### config.mk
export PLATFORM = sky130hd
export DESIGN_NAME = inv_butterfly_stream
export DESIGN_NICKNAME = d
export VERILOG_FILES = /design/src/rtl/inv_butterfly_stream.sv
export SDC_FILE = /design/constraint.sdc
export NUM_CORES = 1
export LEC_CHECK = 0
export CORE_MARGIN = 4
export CORE_UTILIZATION = 60
export CTS_BUF_LIST = sky130_fd_sc_hd__clkbuf_4
export CTS_CLUSTER_SIZE = 16
export DETAILED_ROUTE_END_ITERATION = 6
export DONT_BUFFER_PORTS = 1
export PLACE_DENSITY = 0.85
export RECOVER_POWER = 100
export SETUP_SLACK_MARGIN = 0.05
export SLEW_MARGIN = 20
export SYNTH_ARGS = -nofsm -noshare
export SYNTH_HDL_FRONTEND = slang
export SYNTH_SLANG_ARGS = --single-unit
### constraint.sdc
create_clock -name clk -period 11.1 [get_ports clk]
set_input_delay 1.11 -clock clk [delete_from_list [all_inputs] [get_ports clk]]
set_output_delay 1.11 -clock clk [all_outputs]
set_load 0.005 [all_outputs]
### src/rtl/inv_butterfly_stream.sv
// Inverse radix-2 butterfly over a serially received 8-sample block.
// Input is buffered, then (x[k]+x[k+4]) and (x[k]-x[k+4]), optionally halved, are streamed out.
module inv_butterfly_stream #(
  parameter int N     = 4,
  parameter int SCALE = 1
) (
  input  logic             clk,
  input  logic             rst,
  input  logic             in_valid,
  input  logic [2**N-1:0]  in_data,
  output logic             in_ready,
  output logic             out_valid,
  output logic [2**N-1:0]  out_data,
  output logic             out_last,
  input  logic             out_ready
);

  localparam int W = 2**N;

  typedef enum logic {FILL, DRAIN} state_t;

  state_t         state_reg, state_next;
  logic [2:0]     icnt_reg, icnt_next;
  logic [2:0]     ocnt_reg, ocnt_next;
  logic           out_valid_reg, out_valid_next;
  logic           out_last_reg, out_last_next;
  logic [W-1:0]   out_data_reg, out_data_next;

  logic [W-1:0]   buf_mem [0:7];

  logic           in_hs;
  logic           out_hs;
  logic [2:0]     calc_idx;
  logic [W-1:0]   calc_a;
  logic [W-1:0]   calc_b;
  logic [W:0]     calc_sum;
  logic [W-1:0]   calc_res;

  assign in_ready = (state_reg == FILL);
  assign in_hs    = in_valid & in_ready;
  assign out_hs   = out_valid_reg & out_ready;

  assign out_valid = out_valid_reg;
  assign out_data  = out_data_reg;
  assign out_last  = out_last_reg;

  // Index of the sample that the output register loads on the next transfer:
  // j=0 when the block completes, otherwise the successor of the one on display.
  assign calc_idx = (state_reg == FILL) ? 3'd0 : ocnt_reg + 3'd1;
  assign calc_a   = buf_mem[{1'b0, calc_idx[1:0]}];
  assign calc_b   = buf_mem[{1'b1, calc_idx[1:0]}];
  assign calc_sum = calc_idx[2] ? ({calc_a[W-1], calc_a} - {calc_b[W-1], calc_b})
                                : ({calc_a[W-1], calc_a} + {calc_b[W-1], calc_b});
  assign calc_res = (SCALE != 0) ? calc_sum[W:1] : calc_sum[W-1:0];

  always_ff @(posedge clk) begin
    if (in_hs) begin
      buf_mem[icnt_reg] <= in_data;
    end
  end

  always_comb begin
    state_next     = state_reg;
    icnt_next      = icnt_reg;
    ocnt_next      = ocnt_reg;
    out_valid_next = out_valid_reg;
    out_last_next  = out_last_reg;
    out_data_next  = out_data_reg;
    case (state_reg)
      FILL: begin
        if (in_hs) begin
          icnt_next = icnt_reg + 3'd1;
          if (icnt_reg == 3'd7) begin
            state_next     = DRAIN;
            icnt_next      = 3'd0;
            ocnt_next      = 3'd0;
            out_valid_next = 1'b1;
            out_last_next  = 1'b0;
            out_data_next  = calc_res;
          end
        end
      end
      DRAIN: begin
        if (out_hs) begin
          if (ocnt_reg == 3'd7) begin
            state_next     = FILL;
            out_valid_next = 1'b0;
            out_last_next  = 1'b0;
          end else begin
            ocnt_next     = ocnt_reg + 3'd1;
            out_data_next = calc_res;
            out_last_next = (ocnt_reg == 3'd6);
          end
        end
      end
      default: state_next = FILL;
    endcase
  end

  always_ff @(posedge clk or negedge rst) begin
    if (!rst) begin
      state_reg     <= FILL;
      icnt_reg      <= 3'd0;
      ocnt_reg      <= 3'd0;
      out_valid_reg <= 1'b0;
      out_last_reg  <= 1'b0;
      out_data_reg  <= '0;
    end else begin
      state_reg     <= state_next;
      icnt_reg      <= icnt_next;
      ocnt_reg      <= ocnt_next;
      out_valid_reg <= out_valid_next;
      out_last_reg  <= out_last_next;
      out_data_reg  <= out_data_next;
    end
  end

endmodule

==> results.json, run 1 <==
{
  "status": "finished, violations left",
  "violations": "capacitance limit, slew limit",
  "r2r_cells": 18,
  "grt_pass1_wl_mm": 23.2,
  "start_util": 0.616,
  "synth_top_cell_area_share": 0.542,
  "rsz0062_at_grt": "false",
  "reg2reg_to": "out_data[15]",
  "cp_data_required_time_ps": 11490,
  "cp-start-kind": "flip-flop",
  "cts-hold-fix-buffers": 0,
  "clock_skew_ps": 13.8,
  "io_pins": 39,
  "clk_path_buf_depth": 2,
  "slew_headroom": -1.00,
  "clk_pin_slew_ps": 120,
  "root_buffer": "clkbuf_4",
  "ys.flop_type": "edfxtp_1",
  "period_needed_ps": 7100,
  "syn-num-nets": 605,
  "wl_met1_mm": 5.83,
  "nets": 607,
  "dr.pass1.iters": 5,
  "wl_met2_mm": 7.17,
  "finalInstanceArea_mm2": 0.00749,
  "tightestPinTransition_ps": 3000,
  "synth_area_mm2": 0.00710,
  "wl_met3_mm": 1.28,
  "hold_viol": 0,
  "grt_usage": 0.230,
  "cts_tree": "done",
  "cts_max_level": 4,
  "dp_hpwl_mm": 9.62,
  "arrival_ps": 7490,
  "drive_above_1_share": 0.0865,
  "insertion_delay_ps": 540,
  "top_layer_used": "met4",
  "synthArstFlopShare": 0.163,
  "die-area_mm2": 0.0136,
  "ys_seq_area_frac": 0.630,
  "synth_seq_cells": 153,
  "ys_top_cells_by_area": "edfxtp_1, dfrtp_1, nand2_1",
  "crit_chain": "clkbuf_1 -> nand2b_1 -> o22ai_1 -> nand2_1 -> nand2_1 -> ha_1 -> a21boi_0 -> a21oi_1 -> xnor2_1 -> ha_1 -> a21o_1 -> nor4_1 -> a21oi_1 -> a41o_1 -> o41ai_1 -> o21ai_0 -> xnor2_1 -> o21ai_0",
  "synth_edf_count": 128,
  "crit_start": "ocnt_reg[0]",
  "slowest_stage": "clkbuf_1",
  "rrSetupSlack_ps": 4000,
  "drt_iter0_drc": 442,
  "crit_path_end": "out_data[15]",
  "grt_max_degree": 65,
  "portBuffers": 0,
  "cpPeakStageDelay_ps": 2110,
  "ant_nets": 0,
  "worstHoldPathType": "input pin to asynchronous set/reset pin",
  "num_antenna_cells": 0,
  "finalSetupViolations": 0,
  "setup_slack_ps": 4000,
  "die-height_um": 117,
  "placed_area_mm2": 0.00724,
  "finalSetupTns_ps": 0,
  "yosysUniqueCellTypes": 59,
  "core_area_mm2": 0.0115,
  "cts_resized": 0,
  "antenna_found_initial": 0,
  "avgSynthCellArea_um2": 12.6,
  "post-place-ws_ps": 6180,
  "wl_per_cell_um": 20.4,
  "drv_slew": 116,
  "critPathCaptureType": "flip-flop",
  "gp_routability_congestion": 0.921,
  "timing.hold.ws_ps": 239,
  "critPathKind": "flip-flop to flip-flop",
  "fmax_mhz": 141,
  "rr_startpoint": "ocnt_reg[0]",
  "netlist_instances": 563,
  "fp-row-count": 39,
  "vias": 4510,
  "grt_overflow": 0,
  "numClockSinks": 153,
  "period_share": 0.639,
  "area_growth_syn_to_layout_pct": 5.50,
  "synth_area_leader_cell": "edfxtp_1",
  "cts_buffers": 17,
  "worstPathMaxFanout": 64,
  "die_width_um": 117,
  "post_cts_buffers": 0,
  "largest_reg_flops": 128,
  "synth_warnings": 0,
  "viasPerCell": 6.26,
  "maxCapViolations": 4,
  "drc": 0,
  "drt-total-wl_mm": 14.7,
  "grt_pass1_vias": 4510
}
-- per-layer routing --
metal  vias to the layer above  track usage
met5                         -            0
met1                      2148        0.300
met3                        33       0.0580
met2                       232        0.366
li1                       2097            -
met4                         0        0.103
-- placed cells by master, fill, tap and decap left out, types with 6 or more instances in the layout --
master,instances
dfrtp_1,24
ha_1,21
xnor2_1,14
xor2_1,13
nor2_1,19
a21o_1,7
mux2_2,7
o21ai_0,27
nand2_1,91
nand3_1,9
a21oi_1,17
clkbuf_4,20
edfxtp_1,128
clkbuf_1,7
nand2b_1,9
nor2b_1,28
nor3_1,6
a211oi_1,25
inv_1,7
mux2i_1,9
a31oi_1,23
-- cells by family after synthesis --
kind of cell,Yosys count,share of synthesized area
and+or+nand+nor,183,0.125
DFF,153,0.630
AOI/OAI and AO/OA,126,0.118
buffers and inverters,33,0.0240
xor gates and xnor gates,28,0.0356
adders and majority gates,22,0.0399
muxes,18,0.0275
-- worst max-delay path, delay by kind of cell, from the launching register on --
family	cells	cell delay, ps
AO/OA/AOI/OAI	9	1980
XOR/XNOR	2	240
buffers and inverters	1	2110
AND/OR/NAND/NOR	4	1640
flip-flops	1	370
adder cells (fa/ha/maj)	2	600
-- Yosys cell counts (6+ instances only) --
cell	n
nor2b_1	28
a211oi_1	24
nor3_1	6
inv_1	7
nor2_1	19
a31oi_1	22
dfrtp_1	25
nand2b_1	8
mux2i_1	9
edfxtp_1	128
clkbuf_1	13
nand3_1	9
mux2_2	7
xnor2_1	14
nand2_1	91
a21o_1	7
ha_1	21
a21oi_1	17
o21ai_0	26
xor2_1	13
-- cell type report --
cell class              count  area [um2]
clock inverters            12         175
fillers                   830        4030
clock buffers              20         150
repair buffers              9        41.3
flip-flops and latches    153        4470
inverters                   7        26.3
well taps                 143         179
multi-input cells         377        2440
-- worst min path at each step --
stage	startpoint	endpoint	slack [ps]	depth (start not counted)
after floorplan	out_data[6]	out_data[6]	470	2
after global placement	out_data[0]	out_data[0]	490	2
after detailed placement	out_data[3]	out_data[3]	500	2
after CTS	rst	out_data[6]	200	0
after global routing	rst	out_data[7]	190	0
final	rst	out_data[6]	240	0
-- through the flow --
step	utilization	instances
5_1_grt	0.650	721
4_1_cts	0.657	721
3_5_place_dp	0.629	689
6_report	0.650	721
2_1_floorplan	-	563
3_3_place_gp	0.629	689
Power of run 1 is left out: the tool's default activity adds up to more than one toggle a clock period on the data nets, which glitch-free logic cannot reach.
==> inputs of run 2 (changes only) <==
clock period = 6.9 ns   (was 11.1 ns; I/O delays follow)
==> run 2 against run 1 <==
The run ends with DRC, capacitance limit, slew limit left. Clock skew grew 5.1 ps. Wire length fell by 2.7%. Worst setup slack got worse by 2400 ps. Largest cell class unchanged.
==> results.json, run 2 (synthesis gave the netlist of run 1 again) <==
{
  "status": "finished, violations left",
  "violations": "DRC, capacitance limit, slew limit",
  "drt-total-wl_mm": 14.3,
  "drv_slew": 34,
  "vias": 4497,
  "rrSetupSlack_ps": 1580,
  "hold_start": "in_data[10]",
  "slew_headroom": -0.927,
  "grt_pass1_wl_mm": 22.7,
  "grt_pass1_vias": 4392,
  "finalSetupTns_ps": 0,
  "viasPerCell": 6.22,
  "wl_per_cell_um": 19.8,
  "post-place-cells": 690,
  "drive_above_1_share": 0.0881,
  "largest_reg_flops": 128,
  "clock_skew_ps": 18.9,
  "clk_pin_slew_ps": 130,
  "grt_max_degree": 65,
  "period_needed_ps": 5320,
  "core_area_mm2": 0.0115,
  "hold_end": "buf_mem[3][10]",
  "grt_overflow": 0,
  "grt_usage": 0.225,
  "tightestPinTransition_ps": 2870,
  "antenna_found_initial": 1,
  "post-place-ws_ps": 2060,
  "area_growth_syn_to_layout_pct": 5.82,
  "cts_max_level": 4,
  "layout_commonest_cell": "edfxtp_1",
  "final_cell_mix": "edfxtp_1, nand2_1, nor2b_1, o21ai_0, a211oi_1",
  "worstHoldPathType": "input pin to flip-flop",
  "insertion_delay_ps": 560,
  "reg2reg_to": "out_data[15]",
  "finalSetupViolations": 0,
  "drt_iter0_drc": 521,
  "ant_nets": 0,
  "cts_buffers": 17,
  "timing.hold.ws_ps": 208,
  "rsz0062_at_grt": "false",
  "fp-row-count": 39,
  "portBuffers": 0,
  "critPathKind": "flip-flop to flip-flop",
  "worstPathMaxFanout": 64,
  "die-height_um": 117,
  "gp_routability_congestion": 0.871,
  "cp_data_required_time_ps": 7310,
  "arrival_ps": 5730,
  "die_width_um": 117,
  "fmax_mhz": 188,
  "cts_resized": 0,
  "numClockSinks": 153,
  "cts_tree": "done",
  "rr_startpoint": "ocnt_reg[0]",
  "cp-start-kind": "flip-flop",
  "clk_path_buf_depth": 2,
  "period_share": 0.771,
  "nets": 609,
  "die-area_mm2": 0.0136,
  "dp_hpwl_mm": 9.51,
  "critPathCaptureType": "flip-flop",
  "drc": 4,
  "maxCapViolations": 2,
  "r2r_cells": 18,
  "worstHoldPathCells": 0,
  "io_pins": 39,
  "setup_slack_ps": 1580,
  "stdcell_count": 723,
  "hold_viol": 0,
  "n_fill_cell": 815,
  "dr.pass1.iters": 7,
  "post_cts_buffers": 0,
  "root_buffer": "clkbuf_4",
  "cts-hold-fix-buffers": 1,
  "start_util": 0.616
}
run 2: worst max-delay path by stage:
stage | start | end | slack (ps) | cells past startpoint
global route | ocnt_reg[0] | out_data[15] | 1040 | 18
CTS | state_reg | out_data[15] | 2020 | 18
floorplan | ocnt_reg[0] | out_data[15] | 2480 | 23
global placement | state_reg | out_data[15] | 2290 | 16
finish | ocnt_reg[0] | out_data[15] | 1580 | 18
detailed placement | state_reg | out_data[15] | 2060 | 18
run 2: layer usage:
layer,global-route usage,vias to the layer above,part of all wire
li1,-,2104,-
met5,0,-,0
met1,0.299,2162,0.41
met4,0.0925,0,0.022
met3,0.0591,27,0.088
met2,0.355,204,0.48
run 2: final cells by class:
| class | instances | area, um2 | share of cell area |
|---|---|---|---|
| inverters | 7 | 26.3 | 0.00350 |
| repair buffers | 11 | 56.3 | 0.00750 |
| diodes | 1 | 2.50 | 0.000333 |
| flip-flops and latches | 153 | 4470 | 0.595 |
| multi-input cells | 377 | 2440 | 0.325 |
| well taps | 143 | 179 | 0.0238 |
| clock inverters | 13 | 195 | 0.0260 |
| clock buffers | 18 | 135 | 0.0180 |
run 2: metrics by stage:
| step | util | area (um2) |
|---|---|---|
| after detailed placement | 0.629 | 7250 |
| final | 0.652 | 7510 |
| after floorplan | - | 7100 |
| after global routing | 0.652 | 7510 |
| after CTS | 0.659 | 7590 |
| after global placement | 0.629 | 7250 |
run 2: critical path: stages (launching register included):
cell and delay (ps):
dfrtp_2 370, buf_4 550, nand2b_1 1030, nand2_1 130, nand3_1 120, o21ai_0 160, ha_1 260, a21boi_0 160
a21oi_1 220, xnor2_1 140, ha_1 300, a21o_1 200, nor4_1 180, a21oi_1 170, a41o_1 310, o41ai_1 410
o21ai_0 200, xnor2_1 170, o21ai_0 90
Power of run 2 is left out for the same reason.
==> inputs of run 3 (changes only) <==
PLACE_DENSITY = 0.88   (was 0.85)
clock period = 4.34 ns   (was 6.9 ns; I/O delays follow)
==> run 3 against run 2 <==
The run ends with capacitance limit, slew limit left. Clock-buffer cell count decreased by 1. Clock skew decreased by 5.4 ps. Sequential cell count is the same. First-iteration DRC count is 21% lower. Final area increased by 4.8%. Non-clock buffer count grew 33. Via count increased by 6.3%. Die area stayed put. Maximum frequency up 23%. Worst setup slack worse by 1600 ps. Critical path type unchanged. Highest routed layer unchanged.
==> results.json, run 3 (synthesis gave the netlist of run 1 again) <==
{
  "status": "finished, violations left",
  "hold_viol": 0,
  "grt_usage": 0.244,
  "insertion_delay_ps": 570,
  "grt_max_degree": 65,
  "maxCapViolations": 2,
  "fp-row-count": 39,
  "tightestPinTransition_ps": 2730,
  "dr.pass1.iters": 7,
  "finalInstanceArea_mm2": 0.00787,
  "die_width_um": 117,
  "finalSetupViolations": 0,
  "cts_buffers": 17,
  "core_area_mm2": 0.0115,
  "fmax_mhz": 231,
  "clk_path_buf_depth": 2,
  "clk_pin_slew_ps": 130,
  "root_buffer": "clkbuf_4",
  "violations": "capacitance limit, slew limit",
  "worstPathMaxFanout": 7,
  "drive_above_1_share": 0.137,
  "start_util": 0.616,
  "cts_max_level": 4,
  "drv_slew": 34,
  "cp_data_required_time_ps": 4760,
  "critPathCaptureType": "flip-flop",
  "cp-start-kind": "flip-flop",
  "die-height_um": 117,
  "arrival_ps": 4740,
  "die-area_mm2": 0.0136,
  "wl_per_cell_um": 21.1,
  "final_cell_mix": "edfxtp_1, nand2_1, nor2b_1",
  "largest_reg_flops": 128,
  "portBuffers": 0,
  "numClockSinks": 153,
  "dp_hpwl_mm": 10.3,
  "cts_tree": "done",
  "drt_iter0_drc": 409,
  "grt_pass1_vias": 4712,
  "worstHoldPathType": "input pin to flip-flop",
  "clock_skew_ps": 13.5,
  "viasPerCell": 6.30,
  "period_share": 0.997,
  "nets": 642,
  "grt_overflow": 0,
  "period_needed_ps": 4330,
  "ant_nets": 0,
  "layout_commonest_cell": "edfxtp_1",
  "drc": 0,
  "io_pins": 39,
  "placed_area_mm2": 0.00736,
  "vias": 4779,
  "antenna_found_initial": 1,
  "gp_routability_congestion": 0.961,
  "critPathKind": "flip-flop to flip-flop",
  "area_growth_syn_to_layout_pct": 10.9,
  "drt-total-wl_mm": 16.0,
  "grt_pass1_wl_mm": 24.7,
  "slew_headroom": -0.831
}
[run 3: cell types whose count changed in the layout (fill, tap and decap cells not counted), moves of 3 or more]
| cell | before | now |
|---|---|---|
| buf_4 | 4 | 17 |
| dlygate4sd3_1 | 0 | 17 |
| bufinv_16 | 4 | 1 |
| clkinvlp_4 | 3 | 6 |
| clkinv_4 | 3 | 0 |
| clkinv_2 | 0 | 3 |
[run 3: layout make-up]
| type | count | area [um2] |
|---|---|---|
| antenna | 2 | 5.00 |
| clock buffer | 17 | 128 |
| clock inverter | 15 | 124 |
| fill | 754 | 3640 |
| inverter | 7 | 26.3 |
| multi-input combinational | 377 | 2550 |
| sequential | 153 | 4470 |
| tap | 143 | 179 |
| timing repair buffer | 44 | 389 |
[run 3: repair_timing]
action                                  in CTS  in global routing
endpoints found under the setup margin       1                  8
resized for setup                            1                 18
pin swaps                                    0                  2
cloned                                       0                  1
endpoints found under the hold margin      153                 25
hold buffers                                17                  1
setup buffers                                0                  4
[run 3: worst paths after layout]
check / startpoint / cells past startpoint / slack (ps) / endpoint
min in group asynchronous: rst / 2 / 670 / out_data[0]
worst min-delay path: out_ready / 3 / 60 / out_valid
worst max register to register: ocnt_reg[0] / 20 / 10 / out_data[13]
worst max-delay path: ocnt_reg[0] / 20 / 10 / out_data[13]
max in group asynchronous: rst / 2 / 2840 / ocnt_reg[0]
worst min register to register: out_data[13] / 2 / 520 / out_data[13]
[run 3: stage by stage]
step / utilization / hold WS (ps) / setup TNS, ps / worst slack [ps] / cells
after floorplan: - / 138 / 0 / 87.9 / 563
after global placement: 0.639 / 139 / 0 / 380 / 701
after detailed placement: 0.639 / 139 / 0 / 91.5 / 701
after CTS: 0.676 / 32.2 / 0 / 78.8 / 750
after global routing: 0.683 / 47.2 / -300 / -172 / 757
final: 0.684 / 57.2 / 0 / 13.3 / 758
[run 3: per-layer routing]
| metal | vias up | wire length [um] | GRT usage |
|---|---|---|---|
| met4 | 0 | 447 | 0.102 |
| met1 | 2307 | 6380 | 0.319 |
| met5 | - | 0 | 0 |
| met3 | 37 | 1400 | 0.0585 |
| li1 | 2172 | - | - |
| met2 | 263 | 7750 | 0.393 |
[run 3: critical path: stages, from the launching register on]
cell	delay (ps)
dfrtp_2	430
inv_1	110
ha_1	390
nand2b_4	240
nand3_1	150
o21ai_4	110
ha_2	220
a21boi_4	220
nand2_1	100
o21ai_0	220
xor2_1	170
ha_1	260
o21ai_0	120
nand2b_1	110
a21oi_1	180
a21oi_1	90
a41o_1	290
o41ai_2	330
buf_4	180
xor2_1	160
o21ai_0	90
Power of run 3 is left out for the same reason.
